`src/rtl/param_digit_lock_pkg.sv`:
```
// Shared types and sizing helpers for the parametrised digit lock.
package param_digit_lock_pkg;

    typedef enum logic [1:0] {
        LOCKED  = 2'd0,
        OPEN    = 2'd1,
        LOCKOUT = 2'd2
    } lock_state_e;

    // Bits needed to index n items; never returns zero.
    function automatic int unsigned width_of(input int unsigned n);
        return (n < 2) ? 1 : $clog2(n);
    endfunction

endpackage

```
`src/rtl/lock_btn_edge.sv`:
```
// Registered rising-edge detector for one debounced button level.
module lock_btn_edge (
    input  logic clk,
    input  logic rst_n,
    input  logic btn_i,
    output logic fire_c
);

    logic btn_q;

    // Button history; cleared on reset so a button held through reset fires once after.
    always_ff @(posedge clk) begin
        if (!rst_n) begin
            btn_q <= 1'b0;
        end else begin
            btn_q <= btn_i;
        end
    end

    assign fire_c = btn_i & ~btn_q;

endmodule

```
`src/rtl/param_digit_lock.sv`:
```
// N-digit programmable code lock with entry editing, failure counting and
// optional timed lockout (enabled by PARAM_DIGIT_LOCK_LOCKOUT_EN).
module param_digit_lock
    import param_digit_lock_pkg::*;
#(
    parameter int unsigned             DIGITS         = 3,
    parameter int unsigned             BASE           = 10,
    parameter int unsigned             DW             = 4,
    parameter logic [DIGITS*DW-1:0]    DEFAULT_CODE   = 12'h123,
    parameter int unsigned             MAX_TRIES      = 3,
    parameter int unsigned             LOCKOUT_CYCLES = 16
) (
    input  logic                                enable,
    input  logic                                rst_btn,
    input  logic                                pos_btn,
    input  logic                                digit_btn,
    input  logic                                confirm,
    input  logic                                enter,
    input  logic                                mode,
    output logic [DIGITS*DW-1:0]                entry_o,
    output logic [width_of(DIGITS)-1:0]         pos_o,
    output logic                                unlocked,
    output logic                                err_o,
    output logic                                locked_out,
    output logic [width_of(MAX_TRIES+1)-1:0]    fail_cnt_o
);

    localparam int unsigned EW = DIGITS * DW;
    localparam int unsigned PW = width_of(DIGITS);
    localparam int unsigned FW = width_of(MAX_TRIES + 1);

    // Reject parameter sets the datapath cannot represent.
    if (DIGITS < 2 || BASE < 2 || BASE > 16 || DW < width_of(BASE) ||
        MAX_TRIES < 1 || LOCKOUT_CYCLES < 1) begin : g_bad_params
        $error("param_digit_lock: illegal parameter set");
    end

    lock_state_e   state_q, state_d;
    logic [EW-1:0] entry_q, entry_d, entry_inc;
    logic [EW-1:0] code_q, code_d;
    logic [PW-1:0] pos_q, pos_d, pos_inc;
    logic [FW-1:0] fail_q, fail_d;
    logic          err_q, err_d;
    logic          unlocked_q, unlocked_d;
    logic          pos_f, digit_f, confirm_f, enter_f;

`ifdef PARAM_DIGIT_LOCK_LOCKOUT_EN
    localparam int unsigned CW = width_of(LOCKOUT_CYCLES);
    logic [CW-1:0] lock_cnt_q, lock_cnt_d;
    logic          locked_out_q, locked_out_d;
`endif

    lock_btn_edge u_pos_edge   (.clk(enable), .rst_n(rst_btn), .btn_i(pos_btn),   .fire_c(pos_f));
    lock_btn_edge u_digit_edge (.clk(enable), .rst_n(rst_btn), .btn_i(digit_btn), .fire_c(digit_f));
    lock_btn_edge u_conf_edge  (.clk(enable), .rst_n(rst_btn), .btn_i(confirm),   .fire_c(confirm_f));
    lock_btn_edge u_enter_edge (.clk(enable), .rst_n(rst_btn), .btn_i(enter),     .fire_c(enter_f));

    // Cursor advance and wrapping increment of the digit under the cursor.
    always_comb begin
        entry_inc = entry_q;
        pos_inc   = (pos_q == PW'(DIGITS - 1)) ? '0 : pos_q + PW'(1);
        for (int unsigned i = 0; i < DIGITS; i++) begin
            if (PW'(i) == pos_q) begin
                if (entry_q[i*DW +: DW] == DW'(BASE - 1)) begin
                    entry_inc[i*DW +: DW] = '0;
                end else begin
                    entry_inc[i*DW +: DW] = entry_q[i*DW +: DW] + DW'(1);
                end
            end
        end
    end

    // Next-state logic: highest-priority firing button wins, the rest are dropped.
    always_comb begin
        state_d    = state_q;
        entry_d    = entry_q;
        code_d     = code_q;
        pos_d      = pos_q;
        fail_d     = fail_q;
        err_d      = 1'b0;
`ifdef PARAM_DIGIT_LOCK_LOCKOUT_EN
        lock_cnt_d = lock_cnt_q;
`endif
        if (state_q != LOCKOUT) begin
            if (enter_f) begin
                if (state_q == LOCKED) begin
                    entry_d = '0;
                    pos_d   = '0;
                    if (entry_q == code_q) begin
                        state_d = OPEN;
                        fail_d  = '0;
                    end else begin
                        err_d = 1'b1;
`ifdef PARAM_DIGIT_LOCK_LOCKOUT_EN
                        fail_d = fail_q + FW'(1);
                        if (fail_d == FW'(MAX_TRIES)) begin
                            state_d    = LOCKOUT;
                            lock_cnt_d = CW'(LOCKOUT_CYCLES - 1);
                        end
`else
                        if (fail_q != FW'(MAX_TRIES)) begin
                            fail_d = fail_q + FW'(1);
                        end
`endif
                    end
                end else if (!mode) begin
                    state_d = LOCKED;
                    entry_d = '0;
                    pos_d   = '0;
                end
            end else if (confirm_f) begin
                if (state_q == OPEN && mode) begin
                    code_d  = entry_q;
                    entry_d = '0;
                    pos_d   = '0;
                end
            end else if (pos_f) begin
                pos_d = pos_inc;
            end else if (digit_f) begin
                entry_d = entry_inc;
            end
        end
`ifdef PARAM_DIGIT_LOCK_LOCKOUT_EN
        else begin
            if (lock_cnt_q == '0) begin
                state_d = LOCKED;
                fail_d  = '0;
            end else begin
                lock_cnt_d = lock_cnt_q - CW'(1);
            end
        end
        locked_out_d = (state_d == LOCKOUT);
`endif
        unlocked_d = (state_d == OPEN);
    end

    // State and output registers with synchronous active-low reset.
    always_ff @(posedge enable) begin
        if (!rst_btn) begin
            state_q      <= LOCKED;
            entry_q      <= '0;
            code_q       <= DEFAULT_CODE;
            pos_q        <= '0;
            fail_q       <= '0;
            err_q        <= 1'b0;
            unlocked_q   <= 1'b0;
`ifdef PARAM_DIGIT_LOCK_LOCKOUT_EN
            lock_cnt_q   <= '0;
            locked_out_q <= 1'b0;
`endif
        end else begin
            state_q      <= state_d;
            entry_q      <= entry_d;
            code_q       <= code_d;
            pos_q        <= pos_d;
            fail_q       <= fail_d;
            err_q        <= err_d;
            unlocked_q   <= unlocked_d;
`ifdef PARAM_DIGIT_LOCK_LOCKOUT_EN
            lock_cnt_q   <= lock_cnt_d;
            locked_out_q <= locked_out_d;
`endif
        end
    end

    assign entry_o    = entry_q;
    assign pos_o      = pos_q;
    assign unlocked   = unlocked_q;
    assign err_o      = err_q;
    assign fail_cnt_o = fail_q;
`ifdef PARAM_DIGIT_LOCK_LOCKOUT_EN
    assign locked_out = locked_out_q;
`else
    assign locked_out = 1'b0;
`endif

endmodule

```
`config.mk`:
```
export PLATFORM = sky130hd
export DESIGN_NAME = param_digit_lock
export DESIGN_NICKNAME = d
export VERILOG_FILES = /design/src/rtl/param_digit_lock_pkg.sv /design/src/rtl/lock_btn_edge.sv /design/src/rtl/param_digit_lock.sv
export SDC_FILE = /design/constraint.sdc
export NUM_CORES = 1
export LEC_CHECK = 0
export ABC_AREA = 1
export BUFFER_PORTS_ARGS = -buffer_cell sky130_fd_sc_hd__buf_2
export CAP_MARGIN = 40
export CORE_UTILIZATION = 57
export DETAILED_ROUTE_END_ITERATION = 10
export HOLD_SLACK_MARGIN = 0.02
export PLACE_DENSITY = 0.79
export SYNTH_ARGS = -nofsm -noshare
export SYNTH_HDL_FRONTEND = slang
export SYNTH_SLANG_ARGS = --single-unit
```
`constraint.sdc`:
```
create_clock -name enable -period 1.65 [get_ports enable]
set_input_delay 0.165 -clock enable [delete_from_list [all_inputs] [get_ports enable]]
set_output_delay 0.165 -clock enable [all_outputs]
set_load 0.05 [all_outputs]
```
# Word level (Yosys, flattened, before mapping)
# Cells that the tools add are included.
# Widths: inputs -> output; s select.
# classes
n_addsub,5
multipliers,0
div,0
n_lt_le_gt_ge,0
n_eq_ne,14
shifts,0
n_mux,28
n_bitwise,9
n_reduce_logical,16
# ops
operator,count
$mux 12,7
$mux 2,14
$mux 4,6
$reduce_and 6->1,3
$reduce_and 4->1,4
$reduce_bool 3->1,5
$add 4x1->4 const B,3
$eq 12x12->1,1
$eq 4x4->1 const B,3
$ne 3x1->1 const B,2
$not 1->1,5
$add 2x1->2 const B,2
$and 1x1->1,4
$eq 2x1->1 const B,2
$logic_not 2->1,2
$ne 2x2->1 const B,2
$ne 3x2->1 const B,1
$eq 1x2->1 const A,1
$eq 2x2->1 const A,1
$eq 2x2->1 const B,1
$reduce_bool 2->1,1
$logic_and 1x1->1,1
$mux 1,1
# word_totals
reg_bits,36
latchBits,0
ram_bits,0
mem_bits_ro,0
out_inout_bits,19
word_cells,85
n_memories,0

# Depth between registers and ports, before layout
# Gate-level depths: netlist (run 1).
# depth
depth_word,7
ltp_mapped,11
mapped_depth_nobuf,11

# Hierarchy
# A second synthesis (run 1) with hierarchy kept.
# unflattened
cells_unflattened,274
area_unflattened_um2,1939.4
# by_module_without_submodules
module,n_inst,cells_each,area_per_inst_um2,seq_area_each_um2
param_digit_lock,1,254,1789.2,640.6
lock_btn_edge,4,5,37.5,20.0

# Least setup slack after synthesis (run 1)
# Ideal clock, no wire load.
# synth_timing
path_kind,register -> register
startpoint,register entry_q[1] (netlist: entry_o[1])
endpoint,register entry_q[3] (netlist: entry_o[3])
setup_time_ps,72
arrival_ps,1503
required_ps,1578
slack_ps,76
path_stages_with_launch,8
n_path_buf,0
period_less_slack_ps,1574
path_cell_list,dfxtp_1 inv_1 ha_1 nand3_1 nand3_1 nor3_1 nand2_1 a21oi_1
# synth_via
elab_chain_cells,7
# synth_rtl
item,line_no,source
"start, declared",param_digit_lock.sv:39,"logic [EW-1:0] entry_q, entry_d, entry_inc;"
"start signal, assigned",param_digit_lock.sv:153,entry_q <= entry_d;
$add 4x1->4 / $eq 4x4->1 (equally long branches),"param_digit_lock.sv:67, param_digit_lock.sv:64",
$mux 4 (*),param_digit_lock.sv:64,if (entry_q[i*DW +: DW] == DW'(BASE - 1)) begin
$mux 4 (*),param_digit_lock.sv:63,if (PW'(i) == pos_q) begin
$mux 12 (*),param_digit_lock.sv:119,end else if (digit_f) begin
$mux 12 (*),param_digit_lock.sv:117,end else if (pos_f) begin
$mux 12 (*),param_digit_lock.sv:111,end else if (confirm_f) begin
$mux 12 (*),param_digit_lock.sv:85,if (enter_f) begin
# Every way passes the cells marked *; elsewhere a longest branch is shown, timed or not. The select of a mux whose other input is x is not followed.
# A chain may end at the register's enable or synchronous reset.

# Final worst setup path (run 1)
# Ends and elaborated chain as after synthesis.

==> results of run 1 <==
## synth_stat cells (all sizes together)
cell and number:
a21oi 17, buf 3, clkbuf 4, clkinv 1, conb 1, dfxtp 36
ha 7, inv 38, mux2i 1, nand2 90, nand3 16, nand3b 1
nand4 4, nor2 24, nor3 6, o211ai 4, o21ai 18, o22ai 1
o31ai 1, xnor2 4, xor2 4
## logic make-up (layout without fill, tap and decap cells)
group,Yosys count,after routing,synth area share (%)
XOR/XNOR,8,8,3.52
AO/OA/AOI/OAI,41,41,11.4
other,1,1,0.188
flip-flops,36,36,36.2
buffers and inverters,46,76,9.17
AND/OR/NAND/NOR,141,141,34.7
adder cells (fa/ha/maj),7,7,4.40
multiplexers,1,1,0.503
## power groups by stage
stage	Sequential [mW]	Combinational (mW)	Clock, mW
global route	0.960	0.461	0.478
floorplan	1.06	0.232	0
finish	0.951	0.417	0.432
global placement	0.970	0.409	0
CTS	0.951	0.419	0.445
detailed placement	0.971	0.415	0
## final cells by class
cell class,instances,area [sq um]
Fill cell,317,1100
Multi-Input combinational cell,199,1090
Tap cell,46,57.6
Inverter,39,149
Clock buffer,6,41.3
Timing Repair Buffer,30,170
Clock inverter,1,5.00
Sequential cell,36,721
## worst paths after layout
kind	cells past startpoint	slack, ns	to
worst max-delay path	7	0.22	entry_o[3]
worst min-delay path	3	0.05	u_conf_edge.btn_q
worst max register to register	7	0.22	entry_o[3]
worst min register to register	2	0.48	code_q[3]
## stage by stage
| stage | area (sq um) | setup slack [ns] |
|---|---|---|
| floorplan | 1990 | 0.0757 |
| finish | 2230 | 0.222 |
| global placement | 2170 | 0.246 |
| global route | 2230 | 0.000139 |
| detailed placement | 2170 | 0.278 |
| CTS | 2230 | 0.243 |
## flip-flops by register name, indices dropped and copies added (netlist names)
signal              flops
pos_o                   2
u_pos_edge.btn_q        1
u_digit_edge.btn_q      1
state_q                 2
u_enter_edge.btn_q      1
fail_cnt_o              2
unlocked                1
entry_o                12
err_o                   1
u_conf_edge.btn_q       1
code_q                 12
## critical path, stage by stage (launching register included)
cell and delay [ns]:
dfxtp_1 0.48, inv_1 0.12, ha_1 0.20, nand3_1 0.10
nand3_1 0.10, nor3_1 0.16, nand2_1 0.07, a21oi_1 0.13
## what timing repair did
| action | 4_1_cts | 5_1_grt |
|---|---|---|
| gates resized for setup | 0 | 0 |
| hold endpoints to repair | 2 | 0 |
| endpoints found under the setup margin | 0 | 0 |
| hold buffers | 2 | 0 |
## routing by layer
metal	vias up	global-route usage, %
li1	943	-
met1	786	28.2
met2	27	39.4
met3	2	7.98
met4	0	7.14
met5	-	0
==> metrics.md, run 1 <==
| Metric | Value |
|---|---|
| Status | complete, no violations |
| Flop and latch count out of synthesis | 36 |
| Static leakage | ~1.1 nW |
| Die extent in x | 61.1 um |
| Max VDD drop | around 0.51 mV |
| Area grow syn2layout | 12.1% |
| Power Total | 1.80 mW |
| Top-area cell type share of the netlist area | 36.2% |
| R2r startpoint | entry_o[1] |
| Routed WL per cell | 10.6 um |
| Post-Syn Nets | around 300 |
| Vias | 1,758 |
| Port bufs | 24 |
| Worst path arrival time | 1.69 ns |
| CP max FO | 7 |
| Average via count per standard cell | between 4 and 5 |
| DR iter-0 viols | 73 |
| Wire length on met1 | 1900 um |
| Worst Hold Margin | 0.0467 ns |
| Chip height | 61.1 um |
| Overflow left after global routing | 0 |
| ANT cells | 0 |
| Cells after synthesis | between 200 and 300 |
| Site Rows | 21 |
| Placed insts | 348 |
| Routed Wire Length | 3790 um |
| Yosys warns | 0 |
| Synth area leaders | dfxtp_1 (36%), nand2_1 (15%), inv_1 (5.8%) |
| Gpl congestion | 0.819 |
| Final hold vios | 0 |
| Number of setup violations in the final report | 0 |
| First-pass GRT wire length | 6320 um |
| Met3 wire length | ~120 um |
| Gr usage total | 23.4% |
| Final critical-path share of the clock period | 86.5% |
| Clock H-tree levels | 2 |
| Final TNS setup | 0 ns |
| P_int | 1.18 mW |
| IO Pins | 26 |
| Seq pwr share | between 50% and 60% |
| Post-route ant nets | 0 |
| Worst Clk Skew | 0.0175 ns |
| DRC viols | 0 |
| Power Density | 806 mW/mm^2 |
| Most common cell after layout, fill and taps aside | nand2_1 |
| RSZ-0062 raised after global routing | false |
| Worst hold-check path type | in2reg |
| FMAX | between 700 and 800 MHz |
| Max Cap Viol | 0 |
| Insertion delay to the later sink of the worst-skew pair | 0.34 ns |
| Crit Path Class | reg2reg |
| Worst path required time | approximately 1.9 ns |
| Core area | 0.00334 sq mm |
| Clock Path Buffers | 2 |
| Leading area contributor after synthesis | dfxtp_1 |
| Seq/Total Area, Yosys | 36.2% |
| Setup bufs post-CTS | 0 |
| Clock power frac | between 20% and 30% |
| Routed wl met2 | 1750 um |
| Synth Cell Area | 0.00199 sq mm |
| Vias in the first global route | 1,539 |
| Psw | 0.617 mW |
| DP HPWL | 2810 um |
| Crit path launch type | flip-flop |
| Post-Layout Cell Count | around 360 |
| Comb power frac | between 20 and 25% |
| Initial Util | 59.7% |
| Slew Viols, Final | 0 |
| CTS Buf Count | 5 |
| Max Used Layer | met4 |
| Critical hold path startpoint | confirm |
| TritonCTS clock tree | yes |
| Crit. End Element | flip-flop |
| Share of layout cells above drive strength 1 | 19.3% |
| Clock transition at path regs | 0.11 ns |
| Final core utilization | about two thirds |
| TritonRoute pass-1 iters | 4 |
| Mapped Avg Cell Area | 7.09 sq um |
| CTS Sinks | 36 |
| Cell variety after synth | 33 |
| Largest net degree at the start of global routing | 21 |
| Worst setup startpoint | entry_o[1] |
| Final min period | approximately 1.4 ns |
| Initial antenna violation count | 0 |
| Clock Tree Root | clkbuf_4 |
| Sw Share | around 34% |
| Commonest cells after routing, fill and taps aside | nand2_1 (80), dfxtp_1 (36), inv_1 (31) |
| Die footprint | 0.00374 sq mm |
| Final nets | 325 |
Power figures use the tool's default switching activity.
==> run 2: changes to the inputs <==
--- a/config.mk
+++ b/config.mk
@@ -5,7 +5,7 @@
 export SDC_FILE = /design/constraint.sdc
 export NUM_CORES = 1
 export LEC_CHECK = 0
-export ABC_AREA = 1
+export ABC_AREA = 0
 export BUFFER_PORTS_ARGS = -buffer_cell sky130_fd_sc_hd__buf_2
 export CAP_MARGIN = 40
 export CORE_UTILIZATION = 57
==> metrics.md, run 2 <==
| Metric | Value |
|---|---|
| Clock transition at path regs | 0.11 ns (about the same) |
| Max Cap Viol | 0 (unchanged) |
| Die extent in x | 60.1 um (-1.7%) |
| Synth area leaders | dfxtp_1 (38%), mux2i_1 (6.3%), a21oi_1 (5.7%) |
| Post-Layout Cell Count | 327 (-8.4%) |
| Initial antenna violation count | 0 (unchanged) |
| Crit. End Element | flip-flop |
| Reg-to-Reg End | entry_o[0] |
| IO Pins | 26 (unchanged) |
| CTS Sinks | 36 (unchanged) |
| Cells on Worst Hold Path | 2 (-1) |
| Vias | 2,123 (+21%) |
| Sw Share | 27.3% (-7.0 points) |
| Max VDD drop | 0.600 mV (+18%) |
| Power Density | 722 mW/mm^2 (-10%) |
| Reg2Reg Depth | 6 (-1) |
| Critical hold path startpoint | digit_btn |
| Final min period | 1.78 ns (+0.355 ns) |
| Post-synth EDFFs | 0 (unchanged) |
| Area grow syn2layout | 39.8% |
| Slew Viols, Final | 0 (unchanged) |
| DR iter-0 viols | 220 (+200%) |
| ANT cells | 0 (unchanged) |
| Final nets | 296 (-8.9%) |
| Site Rows | 20 (-4.8%) |
| Gr usage total | 32.2% (+8.8 points) |
| Slowest cell on the critical path | a311oi_2 |
| Synth async-reset ratio | 0% (unchanged) |
| Initial Util | 61.4% (+1.7 points) |
| Ys flop type | dfxtp_1 |
| Clock power frac | 36.6% (+13 points) |
| CP peak stage delay | 0.48 ns (about the same) |
| Mapped Avg Cell Area | 9.02 sq um (+27%) |
| Seq/Total Area, Yosys | 37.5% (+1.3 points) |
| Routed Wire Length | 6510 um (+72%) |
| Status | finished with violations |
| Reg2reg setup slack | -0.13 ns (-0.36 ns) |
| Port bufs | 24 (unchanged) |
| Core area | 0.00313 sq mm (-6.3%) |
| Flop and latch count out of synthesis | 36 (unchanged) |
| Post-route ant nets | 0 (unchanged) |
| Post-Syn Nets | 227 (-23%) |
| RSZ-0062 raised after global routing | true |
| Comb power frac | 16.9% (-6.3 points) |
| Placed insts | 306 (-12%) |
| Vias in the first global route | 1,782 (+16%) |
| CTS Buf Count | 5 (unchanged) |
| Worst Clk Skew | 0.0129 ns (-0.00459 ns) |
| Critical-path cell list | nand2b_1 -> nor3_4 -> buf_4 -> a311oi_2 -> nand3_1 -> a21oi_1 |
| Overflow left after global routing | 0 (unchanged) |
| First-pass GRT wire length | 8400 um (+33%) |
| Final core utilization | 85.9% (+19 points) |
| Worst path required time | 1.92 ns (about the same) |
| Routed WL per cell | 19.9 um (+88%) |
| DP HPWL | 3480 um (+24%) |
| Commonest cells in the netlist | dfxtp_1 (36), a21oi_1 (22), nor2_1 (17) |
| Psw | 0.529 mW (-14%) |
| Number of setup violations in the final report | 11 (+11) |
| Gpl congestion | 0.808 (-1.3%) |
| Average via count per standard cell | 6.49 (+32%) |
| Chip height | 60.1 um (-1.7%) |
| Final critical-path share of the clock period | 108% (+22 points) |
| Post-Place Setup Slack | -0.0594 ns (-0.338 ns) |
| Largest net degree at the start of global routing | 14 (-33%) |
| P_int | 1.41 mW (+19%) |
| Dominant cell by count in the synthesized netlist | dfxtp_1 |
| Static leakage | 1.11 nW (-0.74%) |
| Cells after synthesis | 213 (-24%) |
| R2r startpoint | u_enter_edge.btn_q |
| Yosys warns | 0 (unchanged) |
| TritonCTS clock tree | yes |
| Synth Cell Area | 0.00192 sq mm (-3.5%) |
| Max_slew headroom | 66.0% |
| Final Worst Setup Slack | -0.133 ns (-0.355 ns) |
| FMAX | 561 MHz (-20%) |
| Transition time at the pin with the least slew margin | 0.510 ns |
| TritonRoute pass-1 iters | 5 (+1) |
| Power Total | 1.94 mW (+7.8%) |
| Failing checks | negative setup slack |
| CP max FO | 6 (-1) |
| Worst hold-check path type | in2reg |
| Top-area cell type share of the netlist area | 37.5% (+1.3 points) |
| Leading area contributor after synthesis | dfxtp_1 |
| Crit path launch type | flip-flop |
| Worst path arrival time | 2.05 ns (+0.36 ns) |
| Crit Path Class | reg2reg |
| Most common cell after layout, fill and taps aside | buf_4 |
| Clock H-tree levels | 2 (unchanged) |
| Share of layout cells above drive strength 1 | 42.8% (+23 points) |
| Hold path endpoint | u_digit_edge.btn_q |
| Die footprint | 0.00361 sq mm (-3.4%) |
| Cell variety after synth | 42 (+27%) |
| DRC viols | 0 (unchanged) |
| Seq pwr share | 46.6% (-6.2 points) |
| Clock Tree Root | clkbuf_4 |
| Clock Path Buffers | 2 (unchanged) |
| Final hold vios | 0 (unchanged) |
| Insertion delay to the later sink of the worst-skew pair | 0.35 ns (about the same) |
| Commonest cells after routing, fill and taps aside | buf_4 (44), buf_2 (24), dfxtp_1 (21) |
## run 2: changes by cell type after synthesis, moves of 6 or more
cell	delta
a211o_1	+7
a31oi_1	+6
inv_1	-27
inv_2	-6
mux2i_1	+11
nand2_1	-66
nand3_1	-8
xor2_1	+8
## run 2: routing by layer
layer  share of wire, %  global-route usage [%]
met1                 39                    40.4
met2                 48                    53.3
met3                8.1                    7.79
met4                5.1                    11.6
met5                  0                       0
## run 2: logic make-up after synthesis
family / after synthesis / share of synthesized area [%]
and+or+nand+nor: 71 / 21.5
AOI/OAI and AO/OA: 59 / 20.7
muxes: 12 / 6.25
xor gates and xnor gates: 12 / 5.47
adders and majority gates: 7 / 4.56
other: 1 / 0.195
DFF: 36 / 37.5
buffers and inverters: 15 / 3.84
## run 2: final cells by class
| class | count | area (sq um) |
|---|---|---|
| inverter | 5 | 18.8 |
| timing repair buffer | 72 | 504 |
| multi-input combinational | 162 | 1270 |
| clock inverter | 1 | 30.0 |
| tap | 44 | 55.1 |
| clock buffer | 7 | 65.1 |
| sequential | 36 | 744 |
| fill | 163 | 440 |
## run 2: critical path, delay by kind of cell, from the launching register on
family / cells / cell delay (ns)
AND/OR/NAND/NOR: 3 / 0.51
flip-flops: 1 / 0.34
AO/OA/AOI/OAI: 2 / 0.70
buffers and inverters: 1 / 0.16
## run 2: worst max path at each step
| stage | start | endpoint | slack (ns) | depth (start not counted) |
|---|---|---|---|---|
| 2_1_floorplan | pos_o[0] | entry_o[7] | -0.05 | 4 |
| 3_3_place_gp | u_digit_edge.btn_q | entry_o[7] | -0.05 | 5 |
| 3_5_place_dp | u_digit_edge.btn_q | entry_o[7] | -0.06 | 5 |
| 4_1_cts | u_conf_edge.btn_q | entry_o[8] | -0.01 | 6 |
| 5_1_grt | u_enter_edge.btn_q | entry_o[0] | -0.24 | 6 |
| 6_report | u_enter_edge.btn_q | entry_o[0] | -0.13 | 6 |
## run 2: timing repair
item	in CTS	in global routing
hold buffers	0	0
pin swaps	2	9
resized for setup	13	24
setup endpoints to repair	8	19
buffers inserted	2	11
## run 2: power groups by stage
stage          clock network, mW  logic, mW  registers [mW]
5_1_grt                    0.747      0.344           0.906
6_report                   0.709      0.328           0.903
4_1_cts                    0.714      0.273           0.901
2_1_floorplan                  0      0.124           0.964
3_5_place_dp                   0      0.256           0.921
3_3_place_gp                   0      0.250           0.920
## run 2: per-stage QoR
step	instance area, sq um	setup TNS [ns]	hold WS [ns]
after floorplan	1940	-0.112	0.287
after global placement	2330	-0.0620	0.379
after detailed placement	2330	-0.114	0.389
after CTS	2510	-0.0237	0.0531
after global routing	2690	-1.50	0.0721
final	2690	-0.642	0.0773
